## config.mk

```make
export PLATFORM = sky130hd
export DESIGN_NAME = grf_write_tracker
export DESIGN_NICKNAME = d
export VERILOG_FILES = /design/src/rtl/grf_write_tracker.sv
export SDC_FILE = /design/constraint.sdc
export NUM_CORES = 1
export LEC_CHECK = 0
export BUFFER_PORTS_ARGS = -buffer_cell sky130_fd_sc_hd__clkbuf_2
export CAP_MARGIN = 20
export CORE_ASPECT_RATIO = 0.9
export CORE_MARGIN = 1.5
export CORE_UTILIZATION = 51
export CTS_CLUSTER_SIZE = 12
export DETAILED_ROUTE_END_ITERATION = 10
export PLACE_DENSITY = 0.95
export SLEW_MARGIN = 20
export SYNTH_ARGS = -nofsm -noshare
export SYNTH_HDL_FRONTEND = slang
export SYNTH_SLANG_ARGS = --single-unit
```

## constraint.sdc

```tcl
create_clock -name clk -period 5.38 [get_ports clk]
set_clock_uncertainty 0.1 [all_clocks]
set_input_delay 0.538 -clock clk [delete_from_list [all_inputs] [get_ports clk]]
set_output_delay 0.538 -clock clk [all_outputs]
set_load 0.03 [all_outputs]
```

## src/rtl/grf_write_tracker.sv

```systemverilog
`default_nettype none
// +----------------------------------------------------------------------------+
// | grf_write_tracker                                                          |
// | Tracks in-flight register writes through E/M/W, forwards to D, and drives  |
// | the GRF write port from W.                                                 |
// | Rev 1.0                                                                    |
// +----------------------------------------------------------------------------+
module grf_write_tracker #(
  parameter int DATA_W = 32,
  parameter int ADDR_W = 5,
  parameter int TNEW_W = 2
) (
  input  logic              clk,
  input  logic              RESET,
  input  logic              d_valid,
  input  logic [ADDR_W-1:0] d_wa,
  input  logic [TNEW_W-1:0] d_tnew,
  input  logic [DATA_W-1:0] d_wd,
  input  logic [ADDR_W-1:0] d_ra1,
  input  logic [ADDR_W-1:0] d_ra2,
  input  logic [DATA_W-1:0] e_res,
  input  logic [DATA_W-1:0] m_res,
  output logic              stall,
  output logic              fwd1_sel,
  output logic [DATA_W-1:0] fwd1_data,
  output logic              fwd2_sel,
  output logic [DATA_W-1:0] fwd2_data,
  output logic              grf_we,
  output logic [ADDR_W-1:0] grf_a3,
  output logic [DATA_W-1:0] grf_wd
);

  localparam logic [TNEW_W-1:0] c_tnew_max = TNEW_W'(2);
  localparam logic [TNEW_W-1:0] c_tnew_one = TNEW_W'(1);

  logic              r_e_valid, r_m_valid, r_w_valid;
  logic [ADDR_W-1:0] r_e_wa, r_m_wa, r_w_wa;
  logic [TNEW_W-1:0] r_e_tnew, r_m_tnew;
  logic [DATA_W-1:0] r_e_data, r_m_data, r_w_data;

  logic [TNEW_W-1:0] w_d_tnew;
  logic              w_d_valid;
  logic [ADDR_W-1:0] w_ra    [2];
  logic [1:0]        w_sel;
  logic [1:0]        w_req;
  logic [DATA_W-1:0] w_fdata [2];
  logic              w_stall;

  // Tnew of 3 is not a legal encoding; saturate it to the load case.
  assign w_d_tnew  = (d_tnew > c_tnew_max) ? c_tnew_max : d_tnew;
  assign w_d_valid = d_valid && (d_wa != '0);

  always_ff @(posedge clk) begin
    if (RESET || w_stall) begin
      r_e_valid <= 1'b0;
      r_e_wa    <= '0;
      r_e_tnew  <= '0;
      r_e_data  <= '0;
    end else begin
      r_e_valid <= w_d_valid;
      r_e_wa    <= d_wa;
      r_e_tnew  <= w_d_tnew;
      r_e_data  <= d_wd;
    end
  end

  always_ff @(posedge clk) begin
    if (RESET) begin
      r_m_valid <= 1'b0;
      r_m_wa    <= '0;
      r_m_tnew  <= '0;
      r_m_data  <= '0;
      r_w_valid <= 1'b0;
      r_w_wa    <= '0;
      r_w_data  <= '0;
    end else begin
      r_m_valid <= r_e_valid;
      r_m_wa    <= r_e_wa;
      r_m_tnew  <= (r_e_tnew == '0) ? '0 : (r_e_tnew - c_tnew_one);
      r_m_data  <= (r_e_tnew == '0) ? r_e_data : e_res;
      r_w_valid <= r_m_valid;
      r_w_wa    <= r_m_wa;
      r_w_data  <= (r_m_tnew == '0) ? r_m_data : m_res;
    end
  end

  assign w_ra[0] = d_ra1;
  assign w_ra[1] = d_ra2;

  // Youngest producer (E) shadows older ones (M); W is bypassed inside the GRF.
  always_comb begin
    for (int p = 0; p < 2; p++) begin
      w_sel[p]   = 1'b0;
      w_req[p]   = 1'b0;
      w_fdata[p] = '0;
      if (w_ra[p] != '0) begin
        if (r_e_valid && (r_e_wa == w_ra[p])) begin
          if (r_e_tnew == '0) begin
            w_sel[p]   = 1'b1;
            w_fdata[p] = r_e_data;
          end else begin
            w_req[p] = 1'b1;
          end
        end else if (r_m_valid && (r_m_wa == w_ra[p])) begin
          if (r_m_tnew == '0) begin
            w_sel[p]   = 1'b1;
            w_fdata[p] = r_m_data;
          end else begin
            w_req[p] = 1'b1;
          end
        end
      end
    end
  end

  assign w_stall   = |w_req;
  assign stall     = w_stall;
  assign fwd1_sel  = w_sel[0];
  assign fwd1_data = w_fdata[0];
  assign fwd2_sel  = w_sel[1];
  assign fwd2_data = w_fdata[1];

  assign grf_we = r_w_valid;
  assign grf_a3 = r_w_wa;
  assign grf_wd = r_w_data;

endmodule
`default_nettype wire

```

# Yosys cells after proc, flatten, opt, wreduce, memory -nomap -nowiden
# Cells that the tools add are included.
[totals]
wordCells = 59
ram_bits = 0
memories = 0
latchBits = 0
output_inout_bits = 105
ff_bits = 118
inputBits = 116
romBits = 0
[classes]
muxes = 27
n_eq_ne = 4
reduce_logical = 14
div_mod_pow = 0
shift = 0
bitwise_logic = 0
order_cmp = 1
add_sub_neg = 1
multipliers = 0
[op_table]
columns = ["cell", "count"]
rows = [
  ["$mux W32", 10],
  ["$eq A5 B5 Y1", 4],
  ["$mux W1", 16],
  ["$reduce_bool A5 Y1", 3],
  ["$reduce_or A2 Y1", 3],
  ["$logic_and A1 B1 Y1", 5],
  ["$logic_not A2 Y1", 2],
  ["$gt A2 B2 Y1 const B", 1],
  ["$mux W2", 1],
  ["$sub A2 B1 Y2 const B", 1],
  ["$logic_or A1 B1 Y1", 1],
]

# Depth between registers and ports, before layout
# Gate-level depths: netlist of run 1.
[depth]
depth_word = 8
ltp_mapped = 8
depth_no_buf = 6

# Worst setup path before layout of run 1
# OpenSTA, ideal clock, no wires.
[synth_path]
path_kind = "input -> output"
from = "input port d_ra1[2]"
to = "output port fwd1_data[18]"
cell_stages = 8
slack_ns = 2.505
path_buffers = 2
arrival_ns = 2.237
required_ns = 4.742
cell_sequence = "xor2_1 nor4_1 and3_1 buf_4 nor3_1 clkbuf_1 a32oi_1 nor2_1"
[synth_between]
elab_chain_cells = 5
word_cells_on_any_way = 8
classes_between = "2 x eq/ne; 3 x mux; 3 x reduce/logical"
[synth_lines]
columns = ["element", "line", "text"]
rows = [
  ["start: declaration", "19", "input logic [ADDR_W-1:0] d_ra1,"],
  ["$eq A5 B5 Y1", "104", "end else if (r_m_valid && (r_m_wa == w_ra[p])) begin"],
  ["$logic_and A1 B1 Y1", "104", ""],
  ["$mux W32", "104", ""],
  ["$mux W32", "97", "if (r_e_valid && (r_e_wa == w_ra[p])) begin"],
  ["$mux W32 *", "96", "if (w_ra[p] != '0) begin"],
  ["end: declaration", "25", "output logic [DATA_W-1:0] fwd1_data,"],
]
# Mark *: on every way between the ends. The rest lies on a longest branch, timed or not.

# Worst setup path after layout of run 1
[layout_path]
from = "register r_e_wa[4]"
to = "output port fwd2_data[3]"
[layout_between]
elab_chain_cells = 4
[layout_lines]
columns = ["element", "line", "text"]
rows = [
  ["start: declaration", "37", "logic [ADDR_W-1:0] r_e_wa, r_m_wa, r_w_wa;"],
  ["start signal: assignment", "61", "r_e_wa <= d_wa;"],
  ["$eq A5 B5 Y1", "97", ""],
  ["$logic_and A1 B1 Y1", "97", ""],
  ["$mux W32", "97", ""],
  ["$mux W32", "96", ""],
  ["end: declaration", "27", "output logic [DATA_W-1:0] fwd2_data,"],
]
# No other way between the ends.

==> impl_metrics.py, run 1 <==
metrics = {
    "outcome": {
        "status": "finished clean",
    },
    "drt": {
        "via_count": 5095,
        "drt_wl_total_um": 15100,
        "met2_wirelength_um": 7480,
        "first_pass_iters": 5,
        "detail_route.vias_per_cell": 5.47,
        "top_layer_used": "met4",
        "drc": 0,
        "met3WireLength_um": 1370,
        "drtAntennaViolNets": 0,
        "wl_per_cell_um": 16.2,
        "drtIter0Drc": 326,
        "wl_met1_um": 5950,
    },
    "worst_setup_path": {
        "endpoint": "fwd2_data[3]",
        "cp-end-kind": "output port",
        "crit_top_cell": "buf_4",
        "cp.required_ps": 4740,
        "path_cells": "xor2_1 > nor4_1 > and3_1 > buf_4 > nor3_2 > buf_4 > nand2_1 > a21oi_1 > clkbuf_2",
        "reg2reg_to": "r_e_data[0]",
        "slowest_stage": "nor3_2",
        "rrSetupSlack_ps": 2370,
        "cp-startpoint": "r_e_wa[4]",
        "worstPathMaxFanout": 35,
        "path_class": "reg -> out",
        "r2r-start": "r_e_wa[3]",
        "r2r_cells": 8,
        "start_kind": "flop",
        "cp_data_arrival_time_ps": 3310,
        "critPathMaxStageDelay_ps": 740,
    },
    "global_routing": {
        "grt_use_total_pct": 29.5,
        "antenna_found_initial": 0,
        "overflow": 0,
        "grt_pass1_wl_um": 24100,
        "grt_pass1_vias": 5047,
        "grt_max_degree": 80,
    },
    "hold_path": {
        "min_path_type": "in -> reg",
        "worstHoldStart": "d_wd[8]",
    },
    "clock_tree": {
        "cts_inserted_buffers": 17,
        "cts_hold_buf": 0,
        "cts.path.max_buffers": 2,
        "root_buffer": "clkbuf_8",
        "clkSlewWorstSetupHoldPaths_ps": 60,
        "cts_resized": 0,
        "cts_tree": "yes",
        "htreeDepth": 4,
        "clkLatencyLatePin_ps": 490,
        "cts_setup_buffers": 0,
        "clkSinkCount": 118,
    },
    "placement": {
        "dp_slack_ps": 1680,
        "port_buffers": 220,
        "post-place-cells": 899,
        "place_congestion": 0.894,
        "hpwlAfterDp_um": 10100,
    },
    "timing": {
        "slew_headroom_pct": 42.4,
        "grt_setup_unrepaired": "no",
        "timing.final.crit_share_pct": 73.4,
        "setup_ws_ps": 1430,
        "period_needed_ps": 3950,
        "hold_viol_final": 0,
        "setup_viol": 0,
        "timing.setup.tns_ps": 0,
        "fmax_mhz": 253,
        "worstMarginPinSlew_ps": 864,
        "drv_slew": 0,
        "holdWs_ps": 145,
    },
    "flow_run": {
        "cap_violations": 0,
    },
    "final_layout": {
        "diodes": 0,
        "fin_cells": 932,
        "drive_gt1_share_pct": 33.5,
        "syn_to_final_growth_pct": 35.4,
        "nFillCells": 721,
        "nets": 914,
    },
    "logic_synthesis": {
        "yosysSeqAreaShare_pct": 47.5,
        "synth.area.mux_share_pct": 6.85,
        "synthesis.area_um2": 4970,
        "ys_types": 29,
        "yosys.area_share.simple_pct": 24.4,
        "synth.yosys.warnings": 0,
        "synth_compound_area_share_pct": 13.0,
        "synth_top_family_by_area": "simple AND/OR/NAND/NOR gates",
        "synth_fp_nets": 715,
        "synth_xor_area_share_pct": 3.52,
        "synthCells": 598,
        "synthAdderAreaFrac_pct": 0.252,
        "avgSynthCellArea_um2": 8.31,
        "ys_ff_latch": 118,
    },
    "pwr": {
        "power.density_nw_per_um2": 344,
        "power_leakage_nw": 3.22,
        "totalPowerFinal_w": 0.00232,
        "vdd_drop_max_v": 0.000208,
    },
    "floorplanning": {
        "die-area_um2": 10300,
        "rows": 33,
        "start_util_pct": 53.5,
        "die_y_um": 96.7,
        "die_x_um": 107,
        "core_um2": 9290,
        "ios": 221,
    },
}
registers in the layout, summed over array words and instances (netlist names):
signal / flops
grf_wd: 32
r_e_data: 32
r_m_data: 32
grf_a3: 5
r_e_wa: 5
r_m_wa: 5
r_e_tnew: 2
r_m_tnew: 2
grf_we: 1
r_e_valid: 1
r_m_valid: 1
cells by family after synthesis:
family,after synthesis
simple gates,269
xor+xnor,20
buf+inv,55
flops,118
fa+ha+maj,1
mux,34
compound gates,101
how the worst min path moves through the flow:
stage / endpoint / slack (ps) / cells past startpoint
3_5_place_dp: r_m_tnew[0] / 310 / 1
3_3_place_gp: r_m_tnew[0] / 320 / 1
2_1_floorplan: r_m_tnew[0] / 300 / 1
4_1_cts: r_e_data[6] / 120 / 2
6_report: r_e_data[8] / 150 / 2
5_1_grt: r_e_data[7] / 110 / 2
cell usage in the layout (no fill, tap or decap), drive strengths merged, types with 2 or more instances in the layout:
master    netlist  layout
clkbuf         43     239
dfxtp         118     118
nand2          99      99
nor2           71      71
a21oi          66      66
and2           38      38
mux2i          34      34
a32oi          32      32
nand3          32      32
xor2           18      18
nor2b          12      12
buf             8      11
inv             4       7
nor3            6       6
clkinvlp        0       5
clkinv          0       3
or4             2       2
nor4            2       2
xnor2           2       2
and3            2       2
nand4           2       2
bufinv          0       2
cells in the mapped netlist, drive strengths merged:
| cell type | n | area, um2 |
|---|---|---|
| a21oi | 66 | 330 |
| a221oi | 1 | 15.0 |
| a22o | 1 | 8.76 |
| a32oi | 32 | 280 |
| and2 | 38 | 238 |
| and3 | 2 | 12.5 |
| and3b | 1 | 8.76 |
| buf | 8 | 40.0 |
| clkbuf | 43 | 165 |
| dfxtp | 118 | 2360 |
| ha | 1 | 12.5 |
| inv | 4 | 15.0 |
| mux2i | 34 | 340 |
| nand2 | 99 | 372 |
| nand3 | 32 | 160 |
| nand4 | 2 | 12.5 |
| nor2 | 71 | 267 |
| nor2b | 12 | 75.1 |
| nor3 | 6 | 30.0 |
| nor4 | 2 | 12.5 |
| o311a | 1 | 10.0 |
| or2 | 1 | 6.26 |
| or3 | 1 | 6.26 |
| or4 | 2 | 15.0 |
| xnor2 | 2 | 17.5 |
| xor2 | 18 | 158 |
metrics by stage:
stage	utilization [%]	instance area, um2
4_1_cts	72.4	6720
2_1_floorplan	-	4970
3_5_place_dp	66.0	6130
6_report	72.4	6730
3_3_place_gp	66.0	6130
5_1_grt	72.4	6730
cell type report:
cell class	instances	area, um2	area share, %
Clock buffer	19	442	6.56
Clock inverter	13	146	2.18
Inverter	4	15.0	0.223
Multi-Input combinational cell	425	2430	36.1
Sequential cell	118	2360	35.1
Tap cell	122	153	2.27
Timing Repair Buffer	231	1180	17.6
per-layer routing:
layer  GRT usage [%]  vias to the layer above
met4            11.5                        0
met1            35.5                     2335
met2            50.0                      311
met3            7.41                       28
met5               0                        -
li1                -                     2421
power breakdown:
group / internal [W] / switching, W / leakage [nW]
Sequential: 0.000928 / 0.0000369 / 0.975
Combinational: 0.0000964 / 0.000151 / 1.97
Clock: 0.000689 / 0.000417 / 0.273
worst max-delay path, delay by kind of cell (launching register included):
family / cells / cell delay (ps)
AOI/OAI and AO/OA: 1 / 230
xor gates and xnor gates: 1 / 160
buffers and inverters: 3 / 940
DFF: 1 / 400
and+or+nand+nor: 4 / 1080
Note: power is estimated with default switching activity, not from simulation.
==> run 2, diff against run 1 <==
--- a/config.mk
+++ b/config.mk
@@ -5,14 +5,15 @@
 export SDC_FILE = /design/constraint.sdc
 export NUM_CORES = 1
 export LEC_CHECK = 0
+export ABC_AREA = 1
 export BUFFER_PORTS_ARGS = -buffer_cell sky130_fd_sc_hd__clkbuf_2
 export CAP_MARGIN = 20
 export CORE_ASPECT_RATIO = 0.9
 export CORE_MARGIN = 1.5
-export CORE_UTILIZATION = 51
+export CORE_UTILIZATION = 48
 export CTS_CLUSTER_SIZE = 12
 export DETAILED_ROUTE_END_ITERATION = 10
-export PLACE_DENSITY = 0.95
+export PLACE_DENSITY = 0.9
 export SLEW_MARGIN = 20
 export SYNTH_ARGS = -nofsm -noshare
 export SYNTH_HDL_FRONTEND = slang
==> constraint.sdc (replaced) <==
create_clock -name clk -period 3.65 [get_ports clk]
set_clock_uncertainty 0.1 [all_clocks]
set_input_delay 0.365 -clock clk [delete_from_list [all_inputs] [get_ports clk]]
set_output_delay 0.365 -clock clk [all_outputs]
set_load 0.03 [all_outputs]
==> impl_metrics.py, run 2 <==
metrics = {
    "logic_synthesis": {
        "ys_ff_latch": 118,
        "ys_types": 25,
        "synth.yosys.warnings": 0,
        "synthTopCellsByCount": "214 x nand2_1, 142 x a21oi_1, 118 x dfxtp_1, 91 x nor2_1, 64 x inv_1",
        "synth_fp_nets": 895,
        "avgSynthCellArea_um2": 6.81,
        "synth_top_area_cell": "dfxtp_1",
        "synthesis.area_um2": 5300,
        "synthCells": 778,
        "synth-async-reset-ratio_pct": 0,
        "synth_top_area_share_pct": 44.6,
        "synth-edff-count": 0,
        "synth_ff_type": "dfxtp_1",
        "yosysSeqAreaShare_pct": 44.6,
        "synth.most_common_cell": "nand2_1",
        "synthTopCellsByArea": "dfxtp_1 45%, nand2_1 15%, a21oi_1 13%, nor2_1 6.5%, inv_1 4.5%",
    },
    "worst_setup_path": {
        "reg2reg_to": "r_e_data[25]",
        "cp.required_ps": 3180,
        "cp_data_arrival_time_ps": 2750,
        "cp_top_family": "buffers and inverters",
        "cp_num_buf_inv": 3,
        "path_cells": "inv_1 > nand2_1 > nand2_1 > nor3_2 > nand3_2 > inv_2 > o21ai_0 > a21oi_1 > clkbuf_2",
        "worstPathMaxFanout": 57,
        "r2r-start": "r_e_wa[1]",
        "cp-end-kind": "output port",
        "slowest_stage": "inv_2",
        "r2r_cells": 9,
        "critPathMaxStageDelay_ps": 700,
        "path_class": "reg -> out",
        "crit_top_cell": "nand2_1",
        "rrSetupSlack_ps": 1280,
        "start_kind": "flop",
    },
    "placement": {
        "port_buffers": 220,
        "dp_slack_ps": 820,
        "place_congestion": 0.892,
        "hpwlAfterDp_um": 11800,
        "dpl-instance-area_um2": 6390,
    },
    "pwr": {
        "vdd_drop_max_v": 0.000286,
        "power.density_nw_per_um2": 494,
        "power_leakage_nw": 3.57,
    },
    "timing": {
        "period_needed_ps": 3210,
        "slew_headroom_pct": 40.6,
        "grt_setup_unrepaired": "no",
        "hold_viol_final": 0,
        "setup_viol": 0,
        "timing.final.crit_share_pct": 88.0,
        "worstMarginPinSlew_ps": 890,
        "drv_slew": 0,
        "fmax_mhz": 311,
        "holdWs_ps": 55.6,
        "timing.setup.tns_ps": 0,
        "setup_ws_ps": 438,
    },
    "global_routing": {
        "antenna_found_initial": 0,
        "grt_max_degree": 75,
        "grt_pass1_vias": 5656,
        "grt_pass1_wl_um": 27000,
        "overflow": 0,
        "grt_use_total_pct": 29.9,
    },
    "floorplanning": {
        "die_y_um": 103,
        "die-area_um2": 11700,
        "rows": 36,
        "die_x_um": 114,
        "ios": 221,
        "start_util_pct": 49.2,
        "core_um2": 10800,
    },
    "final_layout": {
        "drive_gt1_share_pct": 28.5,
        "regArea_um2": 2360,
        "final_common_cell": "clkbuf_2",
        "nFillCells": 945,
        "nets": 1096,
        "final_cell_mix": "220 x clkbuf_2, 214 x nand2_1, 142 x a21oi_1, 118 x dfxtp_1, 91 x nor2_1",
        "syn_to_final_growth_pct": 31.4,
        "diodes": 0,
        "multiInputGateArea_um2": 2410,
        "design_area_um2": 6960,
    },
    "hold_path": {
        "worstHoldStart": "d_wd[21]",
        "whs_endpoint": "r_e_data[21]",
        "min_path_type": "in -> reg",
        "hold_depth": 3,
    },
    "clock_tree": {
        "clkLatencyLatePin_ps": 410,
        "cts_inserted_buffers": 17,
        "clkSlewWorstSetupHoldPaths_ps": 60,
        "clkSinkCount": 118,
        "root_buffer": "clkbuf_16",
        "htreeDepth": 4,
        "cts_tree": "yes",
        "cts_hold_buf": 0,
        "cts.path.max_buffers": 2,
        "cts_setup_buffers": 0,
        "cts_resized": 0,
    },
    "flow_run": {
        "cap_violations": 0,
    },
    "drt": {
        "drtAntennaViolNets": 0,
        "detail_route.vias_per_cell": 5.39,
        "first_pass_iters": 5,
        "drc": 0,
        "drt_wl_total_um": 17700,
        "drtIter0Drc": 551,
        "via_count": 6053,
        "wl_per_cell_um": 15.8,
    },
    "outcome": {
        "status": "finished clean",
    },
}
## run 2: per-layer routing
metal / wire length (um) / vias up / share of wire, % / global-route usage, %
li1: - / 2876 / - / -
met1: 7130 / 2694 / 40 / 36.9
met2: 8160 / 414 / 46 / 49.3
met3: 1740 / 69 / 9.8 / 7.52
met4: 654 / 0 / 3.7 / 15.0
met5: 0 / - / 0 / 0
## run 2: worst reg2reg max path, delay by kind of cell (launching register included)
kind | cells | cell delay (ps)
AO/OA/AOI/OAI | 1 | 190
buffers and inverters | 2 | 470
flip-flops | 1 | 350
AND/OR/NAND/NOR | 6 | 1170
## run 2: worst max path at each step
stage	start	endpoint	slack, ps	cells after the start
6_report	r_e_wa[1]	fwd1_data[9]	440	9
5_1_grt	r_e_wa[1]	fwd1_data[29]	200	9
4_1_cts	r_e_wa[2]	fwd1_data[9]	500	8
3_5_place_dp	d_ra1[4]	fwd1_data[17]	820	9
3_3_place_gp	d_ra1[4]	fwd1_data[29]	850	9
2_1_floorplan	d_ra1[3]	fwd1_data[16]	1380	9
## run 2: metrics by stage
stage	power, W	instances	utilization, %
after global routing	0.00356	1122	64.6
after floorplan	0.00169	778	-
after global placement	0.00184	1093	59.4
after detailed placement	0.00185	1093	59.4
final	0.00344	1122	64.6
after CTS	0.00344	1122	64.6
## run 2: kinds of logic after synthesis
logic type / after synthesis / synth area share (%)
AND/OR/NAND/NOR: 351 / 27.2
AO/OA/AOI/OAI: 187 / 17.8
buffers and inverters: 120 / 9.97
flip-flops: 118 / 44.6
XOR/XNOR: 1 / 0.165
adder cells (fa/ha/maj): 1 / 0.236
## run 2: layout make-up
cell class | instances | share of cell area, %
inverter | 71 | 3.83
sequential | 118 | 34.0
clock buffer | 25 | 7.12
tap | 133 | 2.39
clock inverter | 4 | 1.01
multi-input combinational | 540 | 34.7
timing repair buffer | 231 | 17.0
## run 2: report_power, final
group / switching, W / internal, W
Combinational: 0.000294 / 0.000134
Sequential: 0.0000353 / 0.00137
Clock: 0.000542 / 0.00106
==> run 3, diff against run 2 <==
--- a/config.mk
+++ b/config.mk
@@ -6,14 +6,14 @@
 export NUM_CORES = 1
 export LEC_CHECK = 0
 export ABC_AREA = 1
-export BUFFER_PORTS_ARGS = -buffer_cell sky130_fd_sc_hd__clkbuf_2
 export CAP_MARGIN = 20
 export CORE_ASPECT_RATIO = 0.9
 export CORE_MARGIN = 1.5
-export CORE_UTILIZATION = 48
+export CORE_UTILIZATION = 55
 export CTS_CLUSTER_SIZE = 12
 export DETAILED_ROUTE_END_ITERATION = 10
-export PLACE_DENSITY = 0.9
+export DONT_BUFFER_PORTS = 1
+export PLACE_DENSITY = 0.8
 export SLEW_MARGIN = 20
 export SYNTH_ARGS = -nofsm -noshare
 export SYNTH_HDL_FRONTEND = slang
==> impl_metrics.py, run 3 (same netlist as run 2, synthesis figures left out) <==
metrics = {
    "outcome": {
        "status": "finished clean",
    },
    "drt": {
        "wl_per_cell_um": 19.1,
        "via_count": 6141,
        "drtIter0Drc": 599,
        "first_pass_iters": 5,
        "drt_wl_total_um": 19900,
        "drc": 0,
        "drtAntennaViolNets": 0,
        "detail_route.vias_per_cell": 5.92,
    },
    "worst_setup_path": {
        "worstPathMaxFanout": 32,
        "cp-startpoint": "r_e_wa[4]",
        "critPathMaxStageDelay_ps": 570,
        "cp-end-kind": "output port",
        "cp_data_arrival_time_ps": 2910,
        "r2r-start": "r_m_tnew[1]",
        "start_kind": "flop",
        "path_class": "reg -> out",
        "cp.required_ps": 3180,
        "slowest_stage": "a21oi_1",
        "path_cells": "inv_1 > nand2_1 > a21boi_1 > nand3_2 > inv_2 > buf_4 > o21ai_0 > a21oi_1",
    },
    "clock_tree": {
        "htreeDepth": 4,
        "clkSlewWorstSetupHoldPaths_ps": 60,
        "cts.path.max_buffers": 2,
        "clkSinkCount": 118,
        "clkLatencyLatePin_ps": 510,
        "cts_inserted_buffers": 17,
        "cts_tree": "yes",
        "cts_setup_buffers": 0,
        "root_buffer": "clkbuf_8",
        "cts_resized": 0,
        "cts_hold_buf": 106,
    },
    "timing": {
        "drv_slew": 0,
        "worstMarginPinSlew_ps": 787,
        "slew_headroom_pct": 47.5,
        "timing.final.crit_share_pct": 92.5,
        "fmax_mhz": 296,
        "setup_viol": 0,
        "grt_setup_unrepaired": "no",
        "period_needed_ps": 3370,
        "timing.setup.tns_ps": 0,
        "hold_viol_final": 0,
    },
    "pwr": {
        "power_leakage_nw": 3.27,
        "power.density_nw_per_um2": 479,
        "vdd_drop_max_v": 0.000346,
    },
    "final_layout": {
        "fin_cells": 1037,
        "multiInputGateArea_um2": 2410,
        "regArea_um2": 2360,
        "final_cell_mix": "214 x nand2_1, 142 x a21oi_1, 118 x dfxtp_1, 105 x dlygate4sd3_1, 91 x nor2_1",
        "syn_to_final_growth_pct": 36.0,
        "drive_gt1_share_pct": 11.6,
        "final_common_cell": "nand2_1",
        "diodes": 0,
        "post-route-util_pct": 77.9,
        "nets": 1020,
        "nFillCells": 639,
    },
    "floorplanning": {
        "start_util_pct": 57.3,
        "die_y_um": 96.1,
        "die_x_um": 106,
        "die-area_um2": 10200,
        "core_um2": 9250,
        "rows": 33,
        "ios": 221,
    },
    "flow_run": {
        "cap_violations": 0,
    },
    "global_routing": {
        "overflow": 0,
        "grt_max_degree": 75,
        "grt_use_total_pct": 38.2,
        "antenna_found_initial": 0,
        "grt_pass1_wl_um": 29900,
        "grt_pass1_vias": 6206,
    },
    "hold_path": {
        "worstHoldStart": "RESET",
        "min_path_type": "in -> reg",
    },
    "placement": {
        "hpwlAfterDp_um": 11200,
        "port_buffers": 0,
        "place_congestion": 0.860,
        "post-place-cells": 900,
    },
}
## run 3: changes by cell type in the layout (fill, tap and decap cells not counted), moves of 3 or more
cell | before | now
dlygate4sd3_1 | 0 | 105
clkbuf_2 | 220 | 0
clkinv_4 | 0 | 3
clkbuf_1 | 4 | 1
buf_4 | 11 | 49
## run 3: final cells by class
type / instances / share of cell area, %
multi-input combinational: 540 / 33.5
sequential: 118 / 32.8
timing repair buffer: 155 / 20.1
clock buffer: 19 / 5.99
inverter: 71 / 3.70
tap: 122 / 2.12
clock inverter: 12 / 1.81
## run 3: path summary, 6_finish.rpt
check                           depth (start not counted)  slack [ps]            to
worst max register to register                          8        1170  r_e_data[25]
worst min-delay path                                    3          50    grf_wd[16]
worst max-delay path                                    8         280  fwd1_data[9]
worst min register to register                          1         320   r_m_tnew[0]
## run 3: per-stage QoR
stage	total power, W	hold WS (ps)	cell area, um2	worst slack [ps]
2_1_floorplan	0.00169	292	5300	1380
3_3_place_gp	0.00174	300	5560	941
6_report	0.00345	46.6	7200	275
4_1_cts	0.00343	20.1	7200	333
3_5_place_dp	0.00175	309	5560	863
5_1_grt	0.00355	27.7	7200	78.8
## run 3: per-layer routing
| metal | part of all wire [%] | wire length, um | track usage [%] | vias to the layer above |
|---|---|---|---|---|
| met1 | 35 | 6950 | 39.7 | 2760 |
| met4 | 4.6 | 915 | 25.4 | 0 |
| met2 | 50 | 9850 | 68.5 | 543 |
| li1 | - | - | - | 2724 |
| met5 | 0 | 0 | 0 | - |
| met3 | 11 | 2130 | 10.6 | 114 |
## run 3: critical path, delay by kind of cell, from the launching register on
family	cells	cell delay, ps
AO/OA/AOI/OAI	3	940
buffers and inverters	3	870
flip-flops	1	330
AND/OR/NAND/NOR	2	260
## run 3: where the power goes
group / leakage [nW] / internal, W / total [W] / switching, W
combinational: 2.02 / 0.000154 / 0.000391 / 0.000237
clock: 0.274 / 0.000984 / 0.00159 / 0.000608
sequential: 0.974 / 0.00137 / 0.00146 / 0.0000952
total: 3.27 / 0.00251 / 0.00345 / 0.000940
